## src/rtl/down_count_monitor.sv

```systemverilog
// Lock/wrap/error monitor for a free-running 4-bit down-counter.
// Judges each step, tracks lock, counts wraps and lock losses.
module down_count_monitor #(
    parameter int LOCK_N = 4,
    parameter int WRAP_W = 8,
    parameter int ERR_W  = 4
) (
    input  logic              clk,
    input  logic              rst,
    input  logic              clr,
    input  logic [3:0]        cnt_in,
    output logic              locked,
    output logic              lost,
    output logic [1:0]        state,
    output logic              tick,
    output logic [WRAP_W-1:0] wrap_cnt,
    output logic              err,
    output logic [ERR_W-1:0]  err_cnt
);

    typedef enum logic [1:0] {
        ACQ  = 2'b00,
        LOCK = 2'b01,
        LOST = 2'b10
    } st_t;

    localparam logic [4:0]       LOCK_TGT = 5'(LOCK_N);
    localparam logic [ERR_W-1:0] ERR_MAX  = '1;

    st_t               st_q;
    st_t               st_d;
    logic [3:0]        prev_q;
    logic              prev_vld_q;
    logic [3:0]        run_q;
    logic [3:0]        run_d;
    logic [3:0]        run_sat;
    logic [4:0]        run_inc;
    logic              legal;
    logic              wrap_step;
    logic              tick_d;
    logic              err_d;
    logic [WRAP_W-1:0] wrap_d;
    logic [ERR_W-1:0]  errc_d;

    assign legal     = prev_vld_q && (cnt_in == prev_q - 4'd1);
    assign wrap_step = (prev_q == 4'd0) && (cnt_in == 4'd15);
    assign run_inc   = {1'b0, run_q} + 5'd1;
    assign run_sat   = (run_q == 4'd15) ? 4'd15 : run_inc[3:0];

    always_comb begin
        st_d   = st_q;
        run_d  = run_q;
        tick_d = 1'b0;
        err_d  = 1'b0;
        wrap_d = wrap_cnt;
        errc_d = err_cnt;
        // the first sample after reset/clr only primes prev
        if (prev_vld_q) begin
            unique case (st_q)
                LOCK: begin
                    if (legal) begin
                        run_d = run_sat;
                        if (wrap_step) begin
                            tick_d = 1'b1;
                            wrap_d = wrap_cnt + 1'b1;
                        end
                    end else begin
                        st_d  = LOST;
                        run_d = 4'd0;
                        err_d = 1'b1;
                        if (err_cnt != ERR_MAX) begin
                            errc_d = err_cnt + 1'b1;
                        end
                    end
                end
                ACQ, LOST: begin
                    if (!legal) begin
                        run_d = 4'd0;
                    end else if (run_inc == LOCK_TGT) begin
                        st_d  = LOCK;
                        run_d = 4'd0;
                    end else begin
                        run_d = run_sat;
                    end
                end
                default: begin
                    st_d  = ACQ;
                    run_d = 4'd0;
                end
            endcase
        end
        if (clr) begin
            st_d   = ACQ;
            run_d  = 4'd0;
            tick_d = 1'b0;
            err_d  = 1'b0;
            wrap_d = '0;
            errc_d = '0;
        end
    end

    always_ff @(posedge clk or posedge rst) begin
        if (rst) begin
            st_q       <= ACQ;
            prev_q     <= 4'd0;
            prev_vld_q <= 1'b0;
            run_q      <= 4'd0;
            tick       <= 1'b0;
            err        <= 1'b0;
            wrap_cnt   <= '0;
            err_cnt    <= '0;
        end else begin
            st_q       <= st_d;
            prev_q     <= cnt_in;
            prev_vld_q <= ~clr;
            run_q      <= run_d;
            tick       <= tick_d;
            err        <= err_d;
            wrap_cnt   <= wrap_d;
            err_cnt    <= errc_d;
        end
    end

    assign state  = st_q;
    assign locked = (st_q == LOCK);
    assign lost   = (st_q == LOST);

endmodule

```

## config.mk

```make
export PLATFORM = sky130hd
export DESIGN_NAME = down_count_monitor
export DESIGN_NICKNAME = d
export VERILOG_FILES = /design/src/rtl/down_count_monitor.sv
export SDC_FILE = /design/constraint.sdc
export NUM_CORES = 1
export LEC_CHECK = 0
export CORE_ASPECT_RATIO = 1.4
export CORE_MARGIN = 4
export CORE_UTILIZATION = 55
export CTS_CLUSTER_SIZE = 24
export DETAILED_ROUTE_END_ITERATION = 7
export PLACE_DENSITY_LB_ADDON = 0.1
export SLEW_MARGIN = 20
export SYNTH_ARGS = -nofsm -noshare
export SYNTH_HDL_FRONTEND = slang
export SYNTH_SLANG_ARGS = --single-unit
```

## constraint.sdc

```tcl
create_clock -name clk -period 6.37 [get_ports clk]
set_input_delay 1.274 -clock clk [delete_from_list [all_inputs] [get_ports clk]]
set_output_delay 1.274 -clock clk [all_outputs]
set_load 0.02 [all_outputs]
```

## Word level (Yosys, flattened, before mapping)

Index checks and enable logic that the tools add are counted.

- Flip-flop bits (word level): 25
- Output and inout bits: 18
- Logic and storage cells: 69

- $add $sub $neg: 4
- Equal/unequal tests: 11
- Mux-type cells: 32
- Bitwise logic cells: 1
- Reduce and logical (&&, ||, !) cells: 13

Operators with widths:

| kind | count |
|---|---|
| 4-bit two-way mux | 11 |
| 8-bit two-way mux | 5 |
| 4-bit AND reduction | 3 |
| 2-bit two-way mux | 5 |
| 2-bit nonzero test | 5 |
| 1-bit two-way mux | 9 |
| 3-bit != test (second input constant) | 3 |
| 8-bit by 1-bit adder with 8-bit output (second input constant) | 1 |
| 4-bit equality test (second input constant) | 2 |
| 4-bit case mux with 2 select lines | 1 |
| 4-bit by 1-bit adder with 5-bit output (second input constant) | 1 |
| 5-bit by 3-bit equality test with 1-bit output (second input constant) | 1 |
| 4-bit by 1-bit adder with 4-bit output (second input constant) | 1 |
| 4-bit equality test | 1 |
| 4-bit zero test | 1 |
| 4-bit != test (second input constant) | 1 |
| 2-bit case mux with 2 select lines | 1 |
| 4-bit by 1-bit subtractor with 4-bit output (second input constant) | 1 |
| 2-bit by 1-bit equality test with 1-bit output (second input constant) | 1 |
| 2-bit equality test (second input constant) | 1 |
| 1-bit logical AND | 2 |
| 2-bit zero test | 1 |
| 2-bit != test (second input constant) | 1 |
| 2-bit OR reduction | 1 |
| 1-bit NOT | 1 |

## Depth between registers and ports, before layout

- Depth in word-level cells: 7
- Gate-level depth with buffers: 8
- Mapped depth without buffers: 7

## Worst setup path before layout

Ideal clock, no wire load.

- Path kind: input port to flip-flop
- Start point: input port cnt_in[1]
- End point: register wrap_cnt[3]
- Library setup time: 0.127 ns
- Data arrival time: 2.534 ns
- Slack: 3.708 ns
- Stages: 5
- Path buffers: 0
- Cell sequence: nand4b_1 or3_1 nor3_4 and4_1 mux2_1

- Longest elaborated chain between the ends: 4
- Elaborated cells between the ends (all ways): 7
- Classes of those cells: eq/ne (2); reduce/logical (5)

RTL lines:

| element | line | RTL |
|---|---|---|
| from (decl) | 11 | `input logic [3:0] cnt_in,` |
| 4-bit equality test (on tied branches) | 46, 45 |  |
| 1-bit logical AND (on tied branches) | 46, 45 |  |
| 2-bit nonzero test (no source line) | -- |  |
| 4-bit AND reduction (no source line) * | -- |  |
| to (signal assigned) | 119 | `wrap_cnt <= wrap_d;` |
| to (decl) | 16 | `output logic [WRAP_W-1:0] wrap_cnt,` |

Mark *: on every way between the ends. The rest lies on a longest branch, timed or not.
A chain may end at the register's enable or synchronous reset.

## Final worst setup path

Same ends and word-level chain as after synthesis.

==> results by group <==
Timing
  – Final setup skew: 0.00265 ns
  – Final slew viol count: 0
  – Setup-failing EPs final: 0
  – Worst-margin pin slew: 0.925 ns
  – Setup TNS: 0 ns
  – Post-layout minimum cycle time: 2.96 ns
  – Worst rel slew slack: 0.383
  – RSZ-0062 raised after global routing: false
  – Fmax: 338 MHz
  – Final number of hold-violating endpoints: 0
  – Fin crit share: 0.465

Placement
  – Port Buffer Count: 24
  – Placement Cell Area: 1660 sq um
  – Routability cong.: 0.784
  – HPWL after detailed placement: 2070 um

Yosys
  – Mapped Area: 1390 sq um
  – Syn_area_per_cell: 10.0 sq um
  – #FFs+latches synth: 25
  – Synth warn: 0
  – Post-Syn Nets: 151
  – Sequential share of the synthesized area: 0.449
  – Cell variety after synth: 36
  – Post-Synthesis Cells: 139

Clock tree
  – CTS Buf Count: 3
  – Sink Count: 25
  – Clk slew on worst S/H paths: 0.14 ns
  – # hold bufs at CTS: 0
  – CTS tree: done
  – Setup Fix Bufs, Post-CTS: 0
  – Root Buffer: clkbuf_4
  – Post-CTS Resized: 0
  – Deepest clock path buffer count: 2
  – CTS H-tree lvls: 1
  – Clock Latency Late Sink: 0.33 ns

Global route
  – Global route overflow: 0
  – Largest net degree at the start of global routing: 26
  – GRT Total Usage: 0.183
  – First-pass GRT wire length: 4730 um
  – Initial antenna violation count: 0
  – Number of global-route vias before repair: 1085

Floorplanning
  – Die Wd: 50.5 um
  – Die area: 3410 sq um
  – I/O pin cnt: 25
  – Core Area: 2420 sq um
  – Starting density of the core: 0.576
  – Die H: 67.5 um
  – # rows: 21

Setup path
  – Worst setup path class: input pin to flop
  – Required time worst endpoint: 6.60 ns
  – CP peak stage delay: 0.53 ns
  – Critical path launch point type: input pin
  – CP endpoint kind: flop
  – R2r setup slk: 4.07 ns
  – CP max-delay cell: clkdlybuf4s50_1
  – Crit-path cells: clkdlybuf4s50_1 -> nand4b_1 -> or3_1 -> nor3_4 -> and4_1 -> mux2_1
  – Setup crit start: cnt_in[1]
  – Crit-path max FO: 9
  – WP data arrival: 3.19 ns
  – Worst R2R Start: prev_q[0]

Finish
  – Fin nets: 176
  – ANT cells: 0
  – Layout Area Growth over Synthesis: 21.0%
  – Design Area, Final: 1690 sq um
  – Multi-input gate area: 716 sq um
  – Fillers: 207
  – Share of layout cells above drive strength 1: 0.0798
  – FF/Latch Area: 626 sq um

Power and ir drop
  – Worst vdd ir: 129 uV
  – P_leak: 0.731 nW
  – Pwr per Cell Area: 156 nW/um^2
  – Total chip power: 0.264 mW

Routing
  – Number of DRC markers in iteration 0: 19
  – Via density: 5.60
  – Routed Antenna Nets: 0
  – Drt drc: 0
  – Drt total wl: 2860 um
  – Wire length per cell: 14.5 um
  – Via count: 1103
  – Detailed Routing Iterations Pass 1: 4

Job
  – MaxCap Viol Count: 0

Hold path
  – Kind of path behind the tightest hold check: flop to flop
  – Min-Delay Startpoint: err_cnt[1]

Run status
  – Outcome: complete, no violations
-- report_power, final --
| part | switching (mW) | internal (mW) |
|---|---|---|
| Clock | 0.0500 | 0.0236 |
| Combinational | 0.0157 | 0.0107 |
| Sequential | 0.00299 | 0.161 |
-- per-layer routing --
metal  global-route usage  part of all wire
met1                0.221              0.44
met3               0.0287             0.028
met2                0.317              0.52
met4               0.0909             0.019
met5                    0                 0
-- worst max-delay path: cells and delay by family --
| kind | cells | cell delay [ns] |
|---|---|---|
| AND/OR/NAND/NOR | 4 | 1.08 |
| buffers and inverters | 1 | 0.53 |
| multiplexers | 1 | 0.31 |
-- kinds of logic after synthesis --
| group | share of synthesized area |
|---|---|
| AND/OR/NAND/NOR | 0.252 |
| flip-flops | 0.449 |
| AO/OA/AOI/OAI | 0.0979 |
| buffers and inverters | 0.0368 |
| XOR/XNOR | 0.0647 |
| multiplexers | 0.0548 |
| adder cells (fa/ha/maj) | 0.0449 |
-- per-stage QoR --
step	util	worst slack, ns	hold WS [ns]	instances
4_1_cts	0.697	3.41	0.581	197
6_report	0.697	3.41	0.592	197
3_3_place_gp	0.686	3.09	0.555	193
5_1_grt	0.697	3.32	0.618	197
3_5_place_dp	0.686	3.05	0.560	193
2_1_floorplan	-	3.71	0.560	139
-- cells in the final DEF, fill, tap and decap left out --
cell             instances
a21oi_1                  8
or2_1                    1
clkdlybuf4s50_1         24
nor2_1                  12
nor3_4                   2
nor2b_1                  7
and4_1                   3
ha_1                     5
xor2_1                   4
o32ai_1                  3
dfrtp_1                 25
nand2b_1                 1
clkinv_2                 1
xnor3_1                  1
nor4_1                   1
or4_1                    1
and3_1                   1
nand4b_1                 4
inv_1                    9
mux2i_1                  2
o211ai_1                 1
mux2_2                   4
a31oi_1                  2
or3_1                    3
nor3_1                   3
nand2_1                  9
nand3_1                  8
xnor2_2                  2
o2bb2ai_1                1
nand3b_1                 2
a21o_1                   1
a31o_2                   1
nand4_1                  2
mux2_1                   1
clkbuf_4                 3
o21ai_0                  5
-- layout make-up --
type	instances	share of cell area
tap	34	0.0252
clock inverter	1	0.00297
clock buffer	3	0.0134
multi-input combinational	101	0.425
sequential	25	0.371
inverter	9	0.0200
timing repair buffer	24	0.143
-- flip-flops by register name, summed over array words and instances (netlist names) --
register	cells
prev_vld_q	1
err	1
prev_q	4
err_cnt	4
tick	1
state	2
run_q	4
wrap_cnt	8
-- final timing paths --
check / to / cells after the start
max in group asynchronous: run_q[3] / 2
hold / removal: err_cnt[1] / 2
setup reg to reg: state[0] / 7
hold reg to reg: err_cnt[1] / 2
setup / recovery: wrap_cnt[3] / 6
min in group asynchronous: wrap_cnt[7] / 2
-- synthesized netlist by cell type (all sizes together) --
| master | n | area share |
|---|---|---|
| mux2 | 5 | 0.040 |
| nand3 | 8 | 0.029 |
| a21o | 1 | 0.0054 |
| nor2 | 12 | 0.032 |
| nand3b | 2 | 0.011 |
| or4 | 1 | 0.0054 |
| nand2 | 9 | 0.024 |
| mux2i | 2 | 0.014 |
| a21oi | 8 | 0.029 |
| nor3 | 5 | 0.034 |
| o2bb2ai | 1 | 0.0063 |
| a31o | 1 | 0.0063 |
| ha | 5 | 0.045 |
| and3 | 1 | 0.0045 |
| or3 | 3 | 0.013 |
| o211ai | 1 | 0.0054 |
| a31oi | 2 | 0.0090 |
| buf | 1 | 0.0036 |
| clkbuf | 3 | 0.0090 |
| inv | 9 | 0.024 |
| xnor2 | 2 | 0.023 |
| nand4b | 4 | 0.025 |
| or2 | 1 | 0.0045 |
| xnor3 | 1 | 0.016 |
| o32ai | 3 | 0.019 |
| o21ai | 5 | 0.018 |
| xor2 | 4 | 0.025 |
| nor4 | 1 | 0.0045 |
| nor2b | 7 | 0.031 |
| and4 | 3 | 0.019 |
| nand2b | 1 | 0.0045 |
| dfrtp | 25 | 0.45 |
| nand4 | 2 | 0.0090 |
No activity file was read; power rests on OpenSTA's default activity.
